**src/rtl/forney_err_apply.sv**
```systemverilog
// Forney S3: gathers (position, value) error pairs into a T-entry table, then XORs them into the streamed codeword.
// Optional duplicate-position detection under `FORNEY_ERR_APPLY_DUP_CHECK_EN.
module forney_err_apply #(
  parameter int W     = 10,
  parameter int POS_W = 10,
  parameter int N     = 544,
  parameter int T     = 15,
  parameter int CNT_W = 5
) (
  input  logic             clk_i,
  input  logic             rst_i,
  input  logic             s2_vld_i,
  output logic             s3_rdy_o,
  input  logic [POS_W-1:0] pos_i,
  input  logic [W-1:0]     y_i,
  input  logic             den_zero_i,
  input  logic             s2_recorrect_done_i,
  input  logic             din_vld_i,
  output logic             din_rdy_o,
  input  logic [W-1:0]     din_i,
  input  logic             din_last_i,
  output logic             dout_vld_o,
  input  logic             dout_rdy_i,
  output logic [W-1:0]     dout_o,
  output logic             dout_last_o,
  output logic             stat_vld_o,
  output logic             fail_o,
  output logic [CNT_W-1:0] err_cnt_o
);

  localparam int IDX_W = (T > 1) ? $clog2(T) : 1;

  typedef enum logic [1:0] {COLLECT, CORRECT, REPORT} state_t;

  state_t           state, state_nxt;
  logic [POS_W-1:0] tbl_pos [T];
  logic [W-1:0]     tbl_y   [T];
  logic [CNT_W-1:0] count;
  logic [POS_W-1:0] idx;
  logic             fail_pend;
  logic             len_err;
  logic             done_q;
  logic             done_edge;
  logic             entry_acc;
  logic             din_acc;
  logic             idx_end;
  logic             last_acc;
  logic             tbl_full;
  logic             dup_hit;
  logic [W-1:0]     corr;

  assign done_edge = !done_q && s2_recorrect_done_i;
  assign entry_acc = s2_vld_i && s3_rdy_o;
  assign din_acc   = din_vld_i && din_rdy_o;
  assign idx_end   = (idx == POS_W'(N - 1));
  assign last_acc  = din_acc && (din_last_i || idx_end);
  assign tbl_full  = (count >= CNT_W'(T));

`ifdef FORNEY_ERR_APPLY_DUP_CHECK_EN
  always_comb begin
    dup_hit = 1'b0;
    for (int k = 0; k < T; k++) begin
      if (CNT_W'(k) < count && tbl_pos[k] == pos_i) dup_hit = 1'b1;
    end
  end
`else
  assign dup_hit = 1'b0;
`endif

  // Duplicate positions accumulate, so every matching valid entry contributes.
  always_comb begin
    corr = '0;
    for (int k = 0; k < T; k++) begin
      if (CNT_W'(k) < count && tbl_pos[k] == idx) corr = corr ^ tbl_y[k];
    end
  end

  always_ff @(posedge clk_i or posedge rst_i) begin
    if (rst_i) state <= COLLECT;
    else       state <= state_nxt;
  end

  always_comb begin
    state_nxt = state;
    case (state)
      COLLECT: if (done_edge) state_nxt = CORRECT;
      CORRECT: if (last_acc)  state_nxt = REPORT;
      REPORT:  state_nxt = COLLECT;
      default: state_nxt = COLLECT;
    endcase
  end

  always_comb begin
    s3_rdy_o  = (state == COLLECT) && !rst_i;
    din_rdy_o = (state == CORRECT) && (!dout_vld_o || dout_rdy_i);
  end

  always_ff @(posedge clk_i) begin
    if (state == COLLECT && entry_acc && !tbl_full) begin
      tbl_pos[count[IDX_W-1:0]] <= pos_i;
      tbl_y[count[IDX_W-1:0]]   <= y_i;
    end
  end

  always_ff @(posedge clk_i or posedge rst_i) begin
    if (rst_i) begin
      done_q      <= 1'b1;
      count       <= '0;
      idx         <= '0;
      fail_pend   <= 1'b0;
      len_err     <= 1'b0;
      dout_vld_o  <= 1'b0;
      dout_o      <= '0;
      dout_last_o <= 1'b0;
      stat_vld_o  <= 1'b0;
      fail_o      <= 1'b0;
      err_cnt_o   <= '0;
    end else begin
      done_q     <= s2_recorrect_done_i;
      stat_vld_o <= (state == REPORT);

      if (state == COLLECT && entry_acc) begin
        if (!tbl_full) count <= count + CNT_W'(1);
        if (tbl_full || den_zero_i || dup_hit) fail_pend <= 1'b1;
      end

      if (din_acc) begin
        idx         <= idx + POS_W'(1);
        dout_o      <= fail_pend ? din_i : (din_i ^ corr);
        dout_vld_o  <= 1'b1;
        dout_last_o <= din_last_i || idx_end;
      end else if (dout_rdy_i) begin
        dout_vld_o <= 1'b0;
      end

      if (last_acc) len_err <= (din_last_i != idx_end);

      if (state == REPORT) begin
        fail_o    <= fail_pend || len_err;
        err_cnt_o <= count;
        count     <= '0;
        idx       <= '0;
        fail_pend <= 1'b0;
        len_err   <= 1'b0;
      end
    end
  end

endmodule

```
**config.mk**
```make
export PLATFORM = sky130hd
export DESIGN_NAME = forney_err_apply
export DESIGN_NICKNAME = d
export VERILOG_FILES = /design/src/rtl/forney_err_apply.sv
export SDC_FILE = /design/constraint.sdc
export NUM_CORES = 1
export LEC_CHECK = 0
export ABC_CLOCK_PERIOD_IN_PS = 3800
export BUFFER_PORTS_ARGS = -buffer_cell sky130_fd_sc_hd__buf_2
export CORE_ASPECT_RATIO = 1.25
export CORE_MARGIN = 3
export CORE_UTILIZATION = 53
export CTS_BUF_LIST = sky130_fd_sc_hd__clkbuf_8
export CTS_CLUSTER_SIZE = 40
export DETAILED_ROUTE_END_ITERATION = 12
export HOLD_SLACK_MARGIN = 0.06
export PLACE_DENSITY = 0.73
export SKIP_CTS_REPAIR_TIMING = 1
export SLEW_MARGIN = 10
export SYNTH_ARGS = -nofsm -noshare
export SYNTH_HDL_FRONTEND = slang
export SYNTH_SLANG_ARGS = --single-unit
```
**constraint.sdc**
```tcl
create_clock -name clk_i -period 3.8 [get_ports clk_i]
set_clock_uncertainty 0.2 [all_clocks]
set_input_delay 0.76 -clock clk_i [delete_from_list [all_inputs] [get_ports clk_i]]
set_output_delay 0.76 -clock clk_i [all_outputs]
set_load 0.05 [all_outputs]
```
# == After elaboration in Yosys (flattened, before gate mapping) ==
# Memories as Yosys holds them, arrays and structs flattened.
# Index checks and enable logic that the tools add are counted.
# word_totals
ff_bits,39
mem_bits_rw,300
input_bits,38
word_cells,142
mem_count,2
# op_classes
addsub,2
n_lt_le_gt_ge,16
eq_ne,22
n_mux,33
n_bitwise,15
n_reduce_logical,40
# memory_table
name,depth,width,rd,rd_clocked_by_memory_dff,wr,line,text
tbl_pos,15,10,15,0,1,36,logic [POS_W-1:0] tbl_pos [T];
tbl_y,15,10,15,0,1,37,logic [W-1:0] tbl_y [T];
# ops
op,count
10-bit 2-to-1 mux,18
10-bit == test,15
10-bit bitwise XOR,15
4-bit by 5-bit less-than comparator with 1-bit output (first input constant),7
1-bit logical AND,23
3-bit by 5-bit less-than comparator with 1-bit output (first input constant),4
5-bit 2-to-1 mux,3
10-bit by 1-bit adder with 10-bit output (second input constant),1
10-bit == test (second input constant),1
1-bit by 5-bit less-than comparator with 1-bit output (first input constant),2
2-bit by 5-bit less-than comparator with 1-bit output (first input constant),2
2-bit nonzero test,5
1-bit 2-to-1 mux,9
2-bit AND reduction,3
5-bit by 1-bit adder with 5-bit output (second input constant),1
5-bit by 4-bit >= comparator with 1-bit output (second input constant),1
1-bit logical NOT,4
1-bit logical OR,4
2-bit 2-to-1 mux,2
2-bit != test (second input constant),2
2-bit one-hot mux with 2 select lines,1
2-bit by 1-bit == test with 1-bit output (second input constant),1
2-bit == test (second input constant),1
2-bit logical NOT,1
2 further kinds,2

# == Longest topological paths before layout ==
# Gate-level depths: netlist of the first run.
# An unclocked memory read counts as a cell.
# depth
depth_word,34
mapped_depth,13
mapped_depth_nobuf,10

# == Least setup slack after synthesis of the first run ==
# OpenSTA, ideal clock, no wires.
# synth_path
kind,in2reg
from,input port rst_i
to,"memory tbl_pos[3][0], enable pin"
setup_time_ps,422
arrival_time_ps,4276
required_time_ps,3178
setup_slack_ps,-1098
path_stages,5
path_buffers,0
cell_sequence,nor3_1 nand2_1 nor3_1 nand2_1 nor3_1
# synth_between
elab_chain_len,7
# synth_rtl
item,line,text
start: declaration,11,"input logic rst_i,"
1-bit logical NOT (no line),n/a,
1-bit logical AND,94,s3_rdy_o = (state == COLLECT) && !rst_i;
1-bit logical AND,53,assign entry_acc = s2_vld_i && s3_rdy_o;
1-bit logical AND (2 in series),99,if (state == COLLECT && entry_acc && !tbl_full) begin
1-bit 2-to-1 mux,99,
1-bit 2-to-1 mux (implied by the code),100,tbl_pos[count[IDX_W-1:0]] <= pos_i;
end: declaration,36,
# Every way passes these cells.

# == Worst setup path in the final report of the first run ==
# layout_path
from,register idx[7]
to,register dout_o[2]
# layout_between
elab_chain_len,33
# layout_rtl
item,line,text
start: declaration,39,logic [POS_W-1:0] idx;
start signal: assignment,128,idx <= idx + POS_W'(1);
10-bit == test,74,if (CNT_W'(k) < count && tbl_pos[k] == idx) corr = corr ^ tbl_y[k];
1-bit logical AND,74,
10-bit 2-to-1 mux,74,
10-bit bitwise XOR,74,
10-bit 2-to-1 mux,74,
10-bit bitwise XOR,74,
10-bit 2-to-1 mux,74,
10-bit bitwise XOR,74,
[... 17 more ...],n/a,
10-bit bitwise XOR,74,
10-bit 2-to-1 mux,74,
10-bit bitwise XOR,74,
10-bit 2-to-1 mux,74,
10-bit bitwise XOR,74,
10-bit 2-to-1 mux (*),74,
10-bit bitwise XOR (*),129,dout_o <= fail_pend ? din_i : (din_i ^ corr);
10-bit 2-to-1 mux (*),129,
end signal: assignment,129,
end: declaration,24,"output logic [W-1:0] dout_o,"
# Mark *: on every way between the ends. The rest lies on a longest branch, timed or not.
# A chain may end at the register's enable or synchronous reset.

==> results of run 1 <==
==> power breakdown <==
part           internal (mW)  switching, mW
clock network           1.29           1.37
registers               4.25          0.172
logic                  0.578           1.27
total                   6.12           2.80
==> cell usage in the layout (no fill, tap or decap), drive strengths merged, types with 7 or more instances in the layout <==
master and instances:
nand2 148, edfxtp 300, o21ai 14, xor2 98, ha 7, nand4 56
nor2 56, clkbuf 53, xnor2 156, nor4 24, buf 140, a21oi 10
nand3 12, and2 7, inv 36, xnor3 25, clkinv 11, nor3 27
dfrtp 38
==> through the flow <==
stage	hold WS (ns)	instance area [sq um]	setup WS [ns]	power, mW
2_1_floorplan	0.253	15500	-0.0706	5.67
4_1_cts	0.0407	17700	0.0563	8.95
5_1_grt	0.111	17700	-0.0123	9.28
3_3_place_gp	0.260	16800	0.123	6.29
3_5_place_dp	0.271	16800	0.139	6.32
6_report	0.0793	17700	0.134	8.92
==> synth_stat cells, drive strengths merged (2+ instances only) <==
cell,number,area (sq um)
ha,7,87.6
nand2,148,556
and2,7,46.3
and4b,2,20.0
nand3,12,60.1
nor2b,3,18.8
or2,3,18.8
a21oi,10,50.1
and3,5,31.3
xnor3,25,563
clkbuf,6,26.3
buf,33,297
o21ai,14,70.1
edfxtp,300,9010
xor2,98,858
a31oi,2,12.5
nor2,56,213
mux2,5,56.3
a21boi,2,15.0
xor3,2,47.6
nor3b,2,15.0
a211oi,2,15.0
inv,10,37.5
nor4,24,233
nand2b,5,31.3
nor4b,3,41.3
nor3,27,150
or3,3,18.8
nand4,56,350
dfrtp,38,951
and4bb,3,37.5
xnor2,156,1370
==> logic make-up (layout without fill, tap and decap cells) <==
logic type	count (synthesis)	count (layout)	synth area share, %
simple gates	361	361	12.0
flops	339	339	64.7
xor+xnor	281	281	18.4
buf+inv	50	245	2.40
compound gates	37	37	1.49
fa+ha+maj	7	7	0.567
mux	6	6	0.430
==> registers in the layout (all words and copies together) (netlist names), 2 cells and up <==
register / cells
count: 5
dout_o: 10
err_cnt_o: 5
idx: 10
state: 2
tbl_pos: 150
tbl_y: 150
==> worst max path at each step <==
stage	cells after the start	slack, ns	start	end
2_1_floorplan	5	-0.07	rst_i	tbl_pos[7][0]$_DFFE_PP_
3_3_place_gp	11	0.12	idx[7]$_DFFE_PP0P_	dout_o[2]$_DFFE_PP0P_
3_5_place_dp	12	0.14	count[2]$_DFFE_PP0P_	dout_o[7]$_DFFE_PP0P_
4_1_cts	11	0.06	idx[7]$_DFFE_PP0P_	dout_o[2]$_DFFE_PP0P_
5_1_grt	11	-0.01	idx[8]$_DFFE_PP0P_	dout_o[2]$_DFFE_PP0P_
6_report	11	0.13	idx[7]$_DFFE_PP0P_	dout_o[2]$_DFFE_PP0P_
==> area by class of cell <==
class,count,share of cell area (%)
clock buffers,53,4.12
flip-flops and latches,339,56.4
multi-input cells,692,29.3
clock inverters,41,0.962
repair buffers,141,6.24
inverters,10,0.212
well taps,390,2.76
==> layer usage <==
layer | track usage (%) | up-vias | share of wire [%]
li1 | - | 4173 | -
met1 | 33.2 | 4555 | 39
met2 | 43.2 | 365 | 50
met3 | 3.34 | 106 | 5.6
met4 | 12.7 | 0 | 5.4
met5 | 0 | - | 0
==> metrics.cfg, run 1 <==
[run_status]
status=finished, final reports clean

[detailed_routing]
drc=0
drt_first_pass_iters=5
wl_per_cell_microns=23.7
wirelength_microns=39500
avgViaCountPerCell=5.52
drtIter0Drc=860
postRouteAntennaNets=0
vias=9199

[sta]
setup_viol=0
max_slew_margin_pct=26.6
totalNegativeSetupSlack_ns=0
period_share_pct=96.5
fmax_ghz=0.273
fin_crit_ns=3.67
tightest_slew_ns=1.10
grt_setup_unrepaired=true
hold_viol=0
drv_slew=0

[power_and_ir_drop]
p_leak_nw=6.27
power.density_nw_per_um2=504
max-vdd-ir-drop_mv=0.308

[floorplan]
core_region_area_sq_um=28600
fp-row-count=69
die_area_sq_um=31200
die_w_microns=159
start_util_pct=54.0
die_h_microns=197
io_pins=59

[synthesis]
syn_area_sq_um=15400
syn_inst=1081
synth_nets=1126
yosys_most_used_dff=edfxtp_1
synth-edff-count=300
async_reset_ff_share_pct=11.5
ys_types=59
ys.warnings.count=0
syn_avg_cell_area_sq_um=14.3
ys_seq_elements=339
yosysSeqAreaShare_pct=64.7

[setup_path]
worstSetupPathType=flip-flop to flip-flop
worstReg2RegEnd=dout_o[2]$_DFFE_PP0P_
crit_chain=buf_12 > xnor2_1 > nand4_1 > nor4_2 > xnor2_1 > xnor3_1 > xnor3_1 > xnor3_1 > nor2_1 > xnor2_1 > o21ai_1
slowest_delay_ns=0.48
cpLargestDelayFamily=XOR/XNOR gates
r2r_cells=11
crit_fanout=14
cp_data_required_time_ns=4.05
reg2reg_from=idx[7]$_DFFE_PP0P_
rrSetupSlack_ns=0.13
cp_slowest_cell=xnor3_1
start_kind=flip-flop
crit_buf_inv=1
crit_path_end_kind=flip-flop
worstPathArrival_ns=3.92

[place]
portBuffers=58
dp_hpwl_microns=27300
dp.cells=1571
globalplace.congestion=0.919

[layout]
area_growth_pct=14.6
nNetsFinal=1280
final_core_util_pct=61.9
finalNonFillerCells=1666
seq_area_sq_um=9990
layout-drive-gt1-share_pct=19.2
nFillCells=2147
multi_input_area_sq_um=5180
antenna-diode-count=0

[cts]
clock-sinks=339
insertion_delay_ns=0.59
h-tree-depth=2
cts_made_buffers=51
cts_tree=built
clk_path_buf_depth=3
clk_pin_slew_worst_paths_ns=0.06
root_buffer=clkbuf_8

[job]
cap_violations=0

[global_route]
antenna_found_initial=0
grt_first_pass_wirelength_microns=58200
first_global_vias=9244
gr-total-overflow=0
grt_max_degree=30
grt_usage_pct=25.8

[min_path]
hold_path_class=input pin to async pin

Power figures use the tool's default switching activity.
==> inputs of run 2 (changes only) <==
--- a/config.mk
+++ b/config.mk
@@ -13,6 +13,7 @@
 export CTS_BUF_LIST = sky130_fd_sc_hd__clkbuf_8
 export CTS_CLUSTER_SIZE = 40
 export DETAILED_ROUTE_END_ITERATION = 12
+export GPL_TIMING_DRIVEN = 0
 export HOLD_SLACK_MARGIN = 0.06
 export PLACE_DENSITY = 0.73
 export SKIP_CTS_REPAIR_TIMING = 1
==> run 2 against run 1 <==
  * First-iteration DRC count rose by 7.8%
  * Sequential power fell by 1%
  * Critical endpoint unchanged
  * Flip-flop and latch count did not move
  * Combinational power rose by 2%
  * Final cell count fell by 0.78%
  * Sequential share of layout area fell by 0.11 points
==> metrics.cfg, run 2 (synthesis gave the netlist of run 1 again) <==
[run_status]
status=finished, final reports clean

[floorplan]
start_util_pct=54.0  ; unchanged
die_area_sq_um=31200  ; unchanged
core_region_area_sq_um=28600  ; unchanged
die_w_microns=159  ; unchanged
io_pins=59  ; unchanged
die_h_microns=197  ; unchanged
fp-row-count=69  ; unchanged

[sta]
fmax_ghz=0.266  ; -2.5%
fin_ws_ns=0.0396  ; -0.0942 ns
fin_crit_ns=3.76  ; +0.0942 ns
period_share_pct=99.0  ; +2.5 points
setup_viol=0  ; unchanged
hold_viol=0  ; unchanged
tightest_slew_ns=0.773  ; -0.324 ns
holdWs_ns=0.244  ; +0.165 ns
max_slew_margin_pct=48.4  ; +22 points
drv_slew=0  ; unchanged

[setup_path]
worstPathArrival_ns=4.04  ; +0.12 ns
crit_fanout=10  ; -4
cp_data_required_time_ns=4.08  ; +0.03 ns
start_kind=flip-flop
worstSetupPathType=flip-flop to flip-flop
crit_path_end_kind=flip-flop

[cts]
insertion_delay_ns=0.61  ; +0.02 ns
root_buffer=clkbuf_8
cts_made_buffers=51  ; unchanged
cts_tree=built
clk_pin_slew_worst_paths_ns=0.06  ; about the same
h-tree-depth=2  ; unchanged
clk_path_buf_depth=3  ; unchanged
clock-sinks=339  ; unchanged

[place]
dp_hpwl_microns=26900  ; -1.5%
portBuffers=58  ; unchanged
dp.cells=1542  ; -1.8%
globalplace.congestion=0.868  ; -5.5%
place_area_sq_um=16500  ; -1.6%
post-place-ws_ns=-0.372  ; -0.512 ns

[min_path]
hold_path_class=input pin to flip-flop

[layout]
layout_common_cells=300 x edfxtp_1, 156 x xnor2_1, 148 x nand2_1, 98 x xor2_1, 66 x buf_2
area_growth_pct=14.8
finalNonFillerCells=1653  ; -0.78%
layout-drive-gt1-share_pct=19.3  ; +0.12 points
antenna-diode-count=0  ; unchanged
nFillCells=2140  ; -0.33%
layout_commonest_cell=edfxtp_1
finalInstanceArea_sq_um=17700  ; +0.17%
nNetsFinal=1265  ; -1.2%

[global_route]
grt_usage_pct=24.9  ; -0.86 points
gr-total-overflow=0  ; unchanged
grt_max_degree=33  ; +10%
grt_first_pass_wirelength_microns=56700  ; -2.7%
antenna_found_initial=0  ; unchanged
first_global_vias=9302  ; +0.63%

[detailed_routing]
wirelength_microns=38600  ; -2.5%
drtIter0Drc=927  ; +7.8%
drt_first_pass_iters=6  ; +1
drc=0  ; unchanged
wl_per_cell_microns=23.3  ; -1.7%
postRouteAntennaNets=0  ; unchanged
avgViaCountPerCell=5.57  ; +0.93%
vias=9212  ; +0.14%

[power_and_ir_drop]
p_leak_nw=6.20  ; -1.2%
power.density_nw_per_um2=505  ; +0.12%
max-vdd-ir-drop_mv=0.296  ; -3.7%
totalPowerFinal_mw=8.95  ; +0.29%

[job]
cap_violations=0  ; unchanged

==> run 2: worst max-delay path: stages, from the launching register on <==
cell and delay (ns):
dfrtp_1 0.37, buf_2 0.20, nand2b_2 0.36, nor3_4 0.36, nor4_4 0.11, xnor2_1 0.29
xnor3_1 0.46, xnor3_1 0.45, xnor3_1 0.48, nor2_1 0.15, xnor2_1 0.13, o21ai_1 0.07
==> run 2: where the power goes <==
group	leakage [nW]	internal (mW)	switching [mW]	total, mW
clock	0.535	1.30	1.40	2.71
sequential	3.20	4.25	0.115	4.37
combinational	2.47	0.557	1.32	1.88
==> run 2: through the flow <==
| stage | TNS (ns) | utilization [%] |
|---|---|---|
| 3_5_place_dp | -21.42 | 57.7 |
| 2_1_floorplan | -10.40 | - |
| 3_3_place_gp | -156.26 | 56.9 |
| 6_report | 0 | 62.0 |
| 4_1_cts | -24.51 | 60.9 |
| 5_1_grt | -0.00977 | 62.0 |
==> run 2: area by class of cell <==
| cell class | count | area, sq um | share of cell area [%] |
|---|---|---|---|
| buffer | 40 | 343 | 1.93 |
| clock buffer | 53 | 729 | 4.12 |
| clock inverter | 43 | 186 | 1.05 |
| inverter | 10 | 37.5 | 0.212 |
| multi-input combinational | 692 | 5350 | 30.2 |
| sequential | 339 | 9990 | 56.3 |
| tap | 390 | 488 | 2.75 |
| timing repair buffer | 86 | 608 | 3.43 |
==> run 2: path summary, 6_finish.rpt <==
| kind | start | end | slack (ns) | cells after the start |
|---|---|---|---|---|
| setup / recovery | count[2]$_DFFE_PP0P_ | dout_o[2]$_DFFE_PP0P_ | 0.04 | 11 |
| hold / removal | din_i[4] | dout_o[4]$_DFFE_PP0P_ | 0.24 | 3 |
| setup reg to reg | count[2]$_DFFE_PP0P_ | dout_o[2]$_DFFE_PP0P_ | 0.04 | 11 |
| hold reg to reg | dout_last_o$_DFFE_PP0P_ | dout_last_o$_DFFE_PP0P_ | 0.27 | 1 |
| max in group asynchronous | rst_i | dout_o[8]$_DFFE_PP0P_ | 2.53 | 4 |
| min in group asynchronous | rst_i | idx[1]$_DFFE_PP0P_ | 0.46 | 3 |
==> run 2: metal layers <==
layer / track usage, % / routed length (microns)
met5: 0 / 0
met3: 3.82 / 2160
met4: 10.5 / 1810
met2: 43.2 / 19900
met1: 31.1 / 14600
